<file path="src/rtl/ssd1306_pkg.sv">
// ssd1306_pkg: shared opcode constants, FIFO entry layout and state types
// for the SSD1306 SPI receiver slice.
package ssd1306_pkg;

    localparam logic [7:0] OP_DISPLAY_OFF    = 8'hAE;
    localparam logic [7:0] OP_DISPLAY_ON     = 8'hAF;
    localparam logic [7:0] OP_SET_CONTRAST   = 8'h81;
    localparam logic [7:0] OP_DISPLAY_OFFSET = 8'hD3;
    localparam logic [7:0] OP_COM_PINS       = 8'hDA;
    localparam logic [7:0] OP_VCOMH_LEVEL    = 8'hDB;
    localparam logic [7:0] OP_CLOCK_DIV      = 8'hD5;
    localparam logic [7:0] OP_PRECHARGE      = 8'hD9;
    localparam logic [7:0] OP_MUX_RATIO      = 8'hA8;
    localparam logic [7:0] OP_CHARGE_PUMP    = 8'h8D;
    localparam logic [7:0] OP_ADDR_MODE      = 8'h20;

    localparam logic [7:0] CONTRAST_RESET = 8'h7F;

    localparam int unsigned RX_ENTRY_W = 10;

    typedef struct packed {
        logic [7:0] data;
        logic       dc;
        logic       param;
    } rx_entry_t;

    typedef enum logic {
        RX_IDLE,
        RX_SHIFT
    } rx_state_t;

    typedef enum logic {
        DEC_OPCODE,
        DEC_PARAM
    } dec_state_t;

    // Opcodes whose next command byte is a parameter
    function automatic logic has_param(input logic [7:0] op);
        case (op)
            OP_SET_CONTRAST, OP_DISPLAY_OFFSET, OP_COM_PINS, OP_VCOMH_LEVEL,
            OP_CLOCK_DIV, OP_PRECHARGE, OP_MUX_RATIO, OP_CHARGE_PUMP,
            OP_ADDR_MODE: has_param = 1'b1;
            default:      has_param = 1'b0;
        endcase
    endfunction

endpackage

</file>
<file path="src/rtl/ssd1306_spi_rx_if.sv">
// ssd1306_spi_rx_if: received-byte stream from the SPI receiver to its consumer.
interface ssd1306_spi_rx_if;
    logic [7:0] rx_data;
    logic       rx_dc;
    logic       rx_param;
    logic       rx_valid;
    logic       rx_ready;

    modport master (
        output rx_data,
        output rx_dc,
        output rx_param,
        output rx_valid,
        input  rx_ready
    );

    modport slave (
        input  rx_data,
        input  rx_dc,
        input  rx_param,
        input  rx_valid,
        output rx_ready
    );
endinterface

</file>
<file path="src/rtl/ssd1306_rx_fifo.sv">
// ssd1306_rx_fifo: first-word-fall-through FIFO of received entries.
// A push while full is accepted only when a pop happens in the same cycle.
module ssd1306_rx_fifo
    import ssd1306_pkg::*;
#(
    parameter int unsigned DEPTH = 4
) (
    input  logic      clk,
    input  logic      rst,
    input  logic      push,
    input  rx_entry_t wr_entry,
    input  logic      pop,
    output rx_entry_t rd_entry,
    output logic      full,
    output logic      empty,
    output logic      push_ok
);

    localparam int unsigned AW = $clog2(DEPTH);
    localparam logic [AW:0] PTR_ONE = {{AW{1'b0}}, 1'b1};

    rx_entry_t   mem [DEPTH];
    logic [AW:0] wr_ptr;
    logic [AW:0] rd_ptr;
    logic        pop_ok;

    assign empty   = (wr_ptr == rd_ptr);
    assign full    = (wr_ptr[AW] != rd_ptr[AW]) && (wr_ptr[AW-1:0] == rd_ptr[AW-1:0]);
    assign pop_ok  = pop && !empty;
    assign push_ok = push && (!full || pop_ok);

    // Head entry reads as zero while empty so the outputs have a defined reset value
    assign rd_entry = empty ? '0 : mem[rd_ptr[AW-1:0]];

    // Pointer update on accepted push/pop
    always_ff @(posedge clk or posedge rst) begin
        if (rst) begin
            wr_ptr <= '0;
            rd_ptr <= '0;
        end else begin
            if (push_ok) wr_ptr <= wr_ptr + PTR_ONE;
            if (pop_ok)  rd_ptr <= rd_ptr + PTR_ONE;
        end
    end

    // Storage write
    always_ff @(posedge clk) begin
        if (push_ok) mem[wr_ptr[AW-1:0]] <= wr_entry;
    end

endmodule

</file>
<file path="src/rtl/ssd1306_spi_rx.sv">
// ssd1306_spi_rx: SPI mode-0 slave that captures SSD1306 command/data bytes
// into a FWFT FIFO. Optional command decoder enabled by defining
// SSD1306_RX_CMD_DECODE_EN (tracks display on/off, contrast, parameter tags).
module ssd1306_spi_rx
    import ssd1306_pkg::*;
#(
    parameter int unsigned FIFO_DEPTH  = 4,
    parameter int unsigned SYNC_STAGES = 2
) (
    input  logic                     clk,
    input  logic                     rst,
    input  logic                     oled_sclk,
    input  logic                     oled_sdin,
    input  logic                     oled_dc,
    input  logic                     ss,
    ssd1306_spi_rx_if.master         rx,
    output logic                     rx_overflow,
    output logic                     frame_err,
    output logic [15:0]              byte_count,
    output logic                     display_on,
    output logic [7:0]               contrast
);

    logic [SYNC_STAGES-1:0] sclk_sync, sdin_sync, dc_sync, ss_sync;
    logic sclk_s, sdin_s, dc_s, ss_s;

    rx_state_t  state_q, state_d;
    logic [2:0] bit_cnt_q, bit_cnt_d;
    logic [7:0] shreg_q, shreg_d;
    logic       sclk_prev_q;
    logic       armed_q;
    logic       sclk_rise;
    logic       push;
    logic       frame_err_d;
    logic       push_ok;
    logic       fifo_full, fifo_empty;
    logic       param_tag;
    rx_entry_t  push_entry, head;

    // Input synchronizers; ss chain resets low so a held-low ss never looks like a fresh fall
    always_ff @(posedge clk or posedge rst) begin
        if (rst) begin
            sclk_sync <= '0;
            sdin_sync <= '0;
            dc_sync   <= '0;
            ss_sync   <= '0;
        end else begin
            sclk_sync[0] <= oled_sclk;
            sdin_sync[0] <= oled_sdin;
            dc_sync[0]   <= oled_dc;
            ss_sync[0]   <= ss;
            for (int unsigned i = 1; i < SYNC_STAGES; i++) begin
                sclk_sync[i] <= sclk_sync[i-1];
                sdin_sync[i] <= sdin_sync[i-1];
                dc_sync[i]   <= dc_sync[i-1];
                ss_sync[i]   <= ss_sync[i-1];
            end
        end
    end

    assign sclk_s    = sclk_sync[SYNC_STAGES-1];
    assign sdin_s    = sdin_sync[SYNC_STAGES-1];
    assign dc_s      = dc_sync[SYNC_STAGES-1];
    assign ss_s      = ss_sync[SYNC_STAGES-1];
    assign sclk_rise = sclk_s && !sclk_prev_q;

    // Receive FSM state, shift register, edge history and arming flag
    always_ff @(posedge clk or posedge rst) begin
        if (rst) begin
            state_q     <= RX_IDLE;
            bit_cnt_q   <= '0;
            shreg_q     <= '0;
            sclk_prev_q <= 1'b0;
            armed_q     <= 1'b0;
            frame_err   <= 1'b0;
        end else begin
            state_q     <= state_d;
            bit_cnt_q   <= bit_cnt_d;
            shreg_q     <= shreg_d;
            sclk_prev_q <= sclk_s;
            armed_q     <= armed_q | ss_s;
            frame_err   <= frame_err_d;
        end
    end

    // Receive FSM next state: shift on sclk rise, push on 8th bit, flag partial frames
    always_comb begin
        state_d     = state_q;
        bit_cnt_d   = bit_cnt_q;
        shreg_d     = shreg_q;
        push        = 1'b0;
        frame_err_d = 1'b0;
        case (state_q)
            RX_IDLE: begin
                if (!ss_s && armed_q) begin
                    state_d   = RX_SHIFT;
                    bit_cnt_d = '0;
                end
            end
            RX_SHIFT: begin
                if (ss_s) begin
                    state_d     = RX_IDLE;
                    frame_err_d = (bit_cnt_q != 3'd0);
                    bit_cnt_d   = '0;
                end else if (sclk_rise) begin
                    shreg_d   = {shreg_q[6:0], sdin_s};
                    bit_cnt_d = bit_cnt_q + 3'd1;
                    push      = (bit_cnt_q == 3'd7);
                end
            end
            default: state_d = RX_IDLE;
        endcase
    end

    assign push_entry = '{data: {shreg_q[6:0], sdin_s}, dc: dc_s, param: param_tag};

    ssd1306_rx_fifo #(
        .DEPTH (FIFO_DEPTH)
    ) u_fifo (
        .clk      (clk),
        .rst      (rst),
        .push     (push),
        .wr_entry (push_entry),
        .pop      (rx.rx_valid && rx.rx_ready),
        .rd_entry (head),
        .full     (fifo_full),
        .empty    (fifo_empty),
        .push_ok  (push_ok)
    );

    assign rx.rx_data  = head.data;
    assign rx.rx_dc    = head.dc;
    assign rx.rx_param = head.param;
    assign rx.rx_valid = !fifo_empty;

    // Sticky overflow and accepted-byte counter
    always_ff @(posedge clk or posedge rst) begin
        if (rst) begin
            rx_overflow <= 1'b0;
            byte_count  <= '0;
        end else begin
            if (push && !push_ok) rx_overflow <= 1'b1;
            if (push_ok)          byte_count  <= byte_count + 16'd1;
        end
    end

`ifdef SSD1306_RX_CMD_DECODE_EN
    dec_state_t dec_state_q, dec_state_d;
    logic [7:0] pending_op_q, pending_op_d;
    logic       display_on_d;
    logic [7:0] contrast_d;

    assign param_tag = (dec_state_q == DEC_PARAM) && !dc_s;

    // Decoder state and tracked display settings
    always_ff @(posedge clk or posedge rst) begin
        if (rst) begin
            dec_state_q  <= DEC_OPCODE;
            pending_op_q <= '0;
            display_on   <= 1'b0;
            contrast     <= CONTRAST_RESET;
        end else begin
            dec_state_q  <= dec_state_d;
            pending_op_q <= pending_op_d;
            display_on   <= display_on_d;
            contrast     <= contrast_d;
        end
    end

    // Decoder next state: only accepted command bytes advance it
    always_comb begin
        dec_state_d  = dec_state_q;
        pending_op_d = pending_op_q;
        display_on_d = display_on;
        contrast_d   = contrast;
        if (push_ok && !dc_s) begin
            case (dec_state_q)
                DEC_OPCODE: begin
                    if (push_entry.data == OP_DISPLAY_OFF) display_on_d = 1'b0;
                    if (push_entry.data == OP_DISPLAY_ON)  display_on_d = 1'b1;
                    if (has_param(push_entry.data)) begin
                        dec_state_d  = DEC_PARAM;
                        pending_op_d = push_entry.data;
                    end
                end
                DEC_PARAM: begin
                    if (pending_op_q == OP_SET_CONTRAST) contrast_d = push_entry.data;
                    dec_state_d = DEC_OPCODE;
                end
                default: dec_state_d = DEC_OPCODE;
            endcase
        end
    end
`else
    assign param_tag  = 1'b0;
    assign display_on = 1'b0;
    assign contrast   = CONTRAST_RESET;
`endif

endmodule

</file>
<file path="src/flat_wrapper.sv">
// flat-port wrapper written by rule: the top's interface ports become plain ports
module ssd1306_spi_rx_flat import ssd1306_pkg::*;
#(
    parameter int unsigned FIFO_DEPTH  = 4,
    parameter int unsigned SYNC_STAGES = 2
)
  (clk, rst, oled_sclk, oled_sdin, oled_dc, ss, rx_overflow, frame_err, byte_count, display_on, contrast, rx_rx_data, rx_rx_dc, rx_rx_param, rx_rx_valid, rx_rx_ready);
  ssd1306_spi_rx_if rx_i ();
  input  logic clk;
  input  logic rst;
  input  logic oled_sclk;
  input  logic oled_sdin;
  input  logic oled_dc;
  input  logic ss;
  output logic rx_overflow;
  output logic frame_err;
  output logic [15:0] byte_count;
  output logic display_on;
  output logic [7:0] contrast;
  output wire logic [$bits(rx_i.rx_data)-1:0] rx_rx_data;
  output wire logic [$bits(rx_i.rx_dc)-1:0] rx_rx_dc;
  output wire logic [$bits(rx_i.rx_param)-1:0] rx_rx_param;
  output wire logic [$bits(rx_i.rx_valid)-1:0] rx_rx_valid;
  input wire logic [$bits(rx_i.rx_ready)-1:0] rx_rx_ready;
  assign rx_rx_data = rx_i.rx_data;
  assign rx_rx_dc = rx_i.rx_dc;
  assign rx_rx_param = rx_i.rx_param;
  assign rx_rx_valid = rx_i.rx_valid;
  assign rx_i.rx_ready = rx_rx_ready;
  ssd1306_spi_rx #(.FIFO_DEPTH(FIFO_DEPTH), .SYNC_STAGES(SYNC_STAGES)) u_core (.clk(clk), .rst(rst), .oled_sclk(oled_sclk), .oled_sdin(oled_sdin), .oled_dc(oled_dc), .ss(ss), .rx(rx_i), .rx_overflow(rx_overflow), .frame_err(frame_err), .byte_count(byte_count), .display_on(display_on), .contrast(contrast));
endmodule
</file>
<file path="config.mk">
export PLATFORM = sky130hd
export DESIGN_NAME = ssd1306_spi_rx_flat
export DESIGN_NICKNAME = d
export VERILOG_FILES = /design/src/rtl/ssd1306_pkg.sv /design/src/rtl/ssd1306_spi_rx_if.sv /design/src/rtl/ssd1306_rx_fifo.sv /design/src/rtl/ssd1306_spi_rx.sv /design/src/flat_wrapper.sv
export SDC_FILE = /design/constraint.sdc
export NUM_CORES = 1
export LEC_CHECK = 0
export ABC_AREA = 1
export CAP_MARGIN = 15
export CORE_MARGIN = 2
export CORE_UTILIZATION = 25
export CTS_CLUSTER_SIZE = 40
export DETAILED_ROUTE_END_ITERATION = 10
export SYNTH_ARGS = -nofsm -noshare
export SYNTH_HDL_FRONTEND = slang
export SYNTH_HIERARCHICAL = 1
export SYNTH_SLANG_ARGS = --single-unit
export TNS_END_PERCENT = 5
</file>
<file path="constraint.sdc">
create_clock -name clk -period 6.2 [get_ports clk]
set_input_delay 0.62 -clock clk [delete_from_list [all_inputs] [get_ports clk]]
set_output_delay 0.62 -clock clk [all_outputs]
set_load 0.005 [all_outputs]
</file>
==> metrics.txt <==
combinational fraction of design power=2.3%; Setup-failing EPs final=0; clk_skew=0.00650 ns; Lkg Pwr=1.98 nW; Final Core Density=31.2%; Pwr Total=1.15 mW; max-cap viol count=0; routability congestion estimate=0.826; Final nets=427; clock slew at reported path FFs=0.06 ns; first-pass GRT wire length=12,100 um; diodes inserted=0; Setup CP Type=reg -> reg; initial core utilization=25.8%; startpoint types=register; Worst path top cell family by delay=simple AND/OR/NAND/NOR gates; initial DRC count=167; Max Transition Viols Final=0; Setup TNS Final=0 ns; cts bufs inserted=9; CTS tree=yes; Setup Buffers After CTS=0; switching power of the nets=0.250 mW; CTS H-tree depth=3; core footprint=14,600 um2; WP data required=6.16 ns; clock sink total=85; Avg Vias per Cell=4.06; Clock Tree Buf Depth=2; Min Hold Slack=0.346 ns; GRT Overall Usage=9.36%; Worst Hold Class=reg -> reg; R2R setup slack=2.87 ns; post-synthesis cell area=3760 um2; minimum clock period=3.33 ns; Slew @ Worst Pin=0.918 ns; maximum fanout along the worst path=24; Max IR drop VDD=116 uV; total number of vias=2,433; I/O Pins=45; commonest non-fill, non-tap cell in the layout=nand2_1; Residual DRC=0; Die Y=127 um; Rows=44; Slew headroom=38.5%; number of hold buffers added after cts=0; final hold vios=0; Syn-to-layout area delta=21.1%; Yosys warning total=6; DR WL/cell=11.6 um; Flop pwr share=55.2%; DIE AREA=16,000 um2; Die Width=127 um; endpoint class of the critical path=register; CP max stage cell=dfrtp_1; hpwl dp=4920 um; initial antenna violation count=0; IO buf count=35; Max Fclk=300 MHz; GRT overflow=0; Sw Ratio=21.8%; vias in the first global route=2,505; Clk pwr share=42.5%; Antenna Nets Post-Route=0; pwr/cell area=252 nW/um2; DRT Pass-1 Iters=4; Clock Latency Late Sink=0.33 ns; Total Wirelength=6930 um; syn avg cell area=10.2 um2; most frequent cells in the layout=nand2_1, inv_1, dfrtp_1, nor2_1, edfxtp_1; arrival time worst endpoint=3.29 ns; internal power=0.895 mW; final worst path period share=53.8%; Syn Inst Count=370; unrepaired setup endpoints after global routing=no; CP Buf/Inv Count=3; worst path cell trace=inv_2 > nand2_1 > nand2_1 > nand3_2 > inv_1 > nor2_1 > inv_1 > nand4_2 > nand2_2 > nor2_1; pin count of the biggest net entering global routing=40; status=finished clean; clock root cell=clkbuf_16; CP max stage delay=0.76 ns; post-CTS sizing=0; layout cells sized above 1=8.17%
==> stage by stage <==
step                      std cells  instance area [um2]  setup WS [ns]
after floorplan                 381                 3800           3.94
after global placement          584                 4280           3.02
after detailed placement        584                 4280           2.89
after CTS                       600                 4550           2.86
after global routing            600                 4550           2.54
final                           600                 4550           2.87
==> per-layer routing <==
metal | vias to the layer above | wire length, um | track usage (%)
li1 | 1243 | - | -
met1 | 1129 | 3380 | 12.4
met2 | 56 | 3160 | 14.6
met3 | 5 | 327 | 3.21
met4 | 0 | 61 | 2.52
met5 | - | 0 | 0
==> registers in the layout (all words and copies together) (netlist names), 2 cells and up <==
name,flops
u_core/shreg_q,7
u_core/u_fifo/wr_ptr,3
u_core/dc_sync,2
u_core/u_fifo/mem,40
u_core/bit_cnt_q,3
u_core/u_fifo/rd_ptr,3
u_core/sdin_sync,2
u_core/byte_count,16
u_core/sclk_sync,2
u_core/ss_sync,2
==> worst reg2reg max path: cells and delay by family, from the launching register on <==
kind / cells / cell delay [ns]
AND/OR/NAND/NOR: 7 / 1.71
buffers and inverters: 3 / 0.50
flip-flops: 1 / 0.76
==> power by group through the flow <==
stage          clock network, mW  logic (mW)  registers [mW]
2_1_floorplan                  0      0.0219           0.635
3_3_place_gp                   0      0.0263           0.643
3_5_place_dp                   0      0.0271           0.643
4_1_cts                    0.505      0.0274           0.632
5_1_grt                    0.531      0.0319           0.635
6_report                   0.487      0.0264           0.632
==> layout make-up <==
| type | count | area (um2) |
|---|---|---|
| inverters | 50 | 188 |
| flip-flops and latches | 85 | 2330 |
| fillers | 1486 | 10000 |
| multi-input cells | 229 | 1170 |
| well taps | 184 | 230 |
| repair buffers | 36 | 358 |
| clock buffers | 9 | 225 |
| clock inverters | 7 | 50.0 |
==> final timing paths <==
path / start / to / depth (start not counted)
worst max-delay path: u_core/u_fifo/rd_ptr[0] / u_core/u_fifo/mem[1][9] / 10
worst min-delay path: u_core/sdin_sync[0] / u_core/sdin_sync[1] / 0
worst max register to register: u_core/u_fifo/rd_ptr[0] / u_core/u_fifo/mem[1][9] / 10
worst min register to register: u_core/sdin_sync[0] / u_core/sdin_sync[1] / 0
max in group asynchronous: rst / u_core/sdin_sync[0] / 3
min in group asynchronous: rst / u_core/u_fifo/rd_ptr[1] / 2
Power figures use the tool's default switching activity.
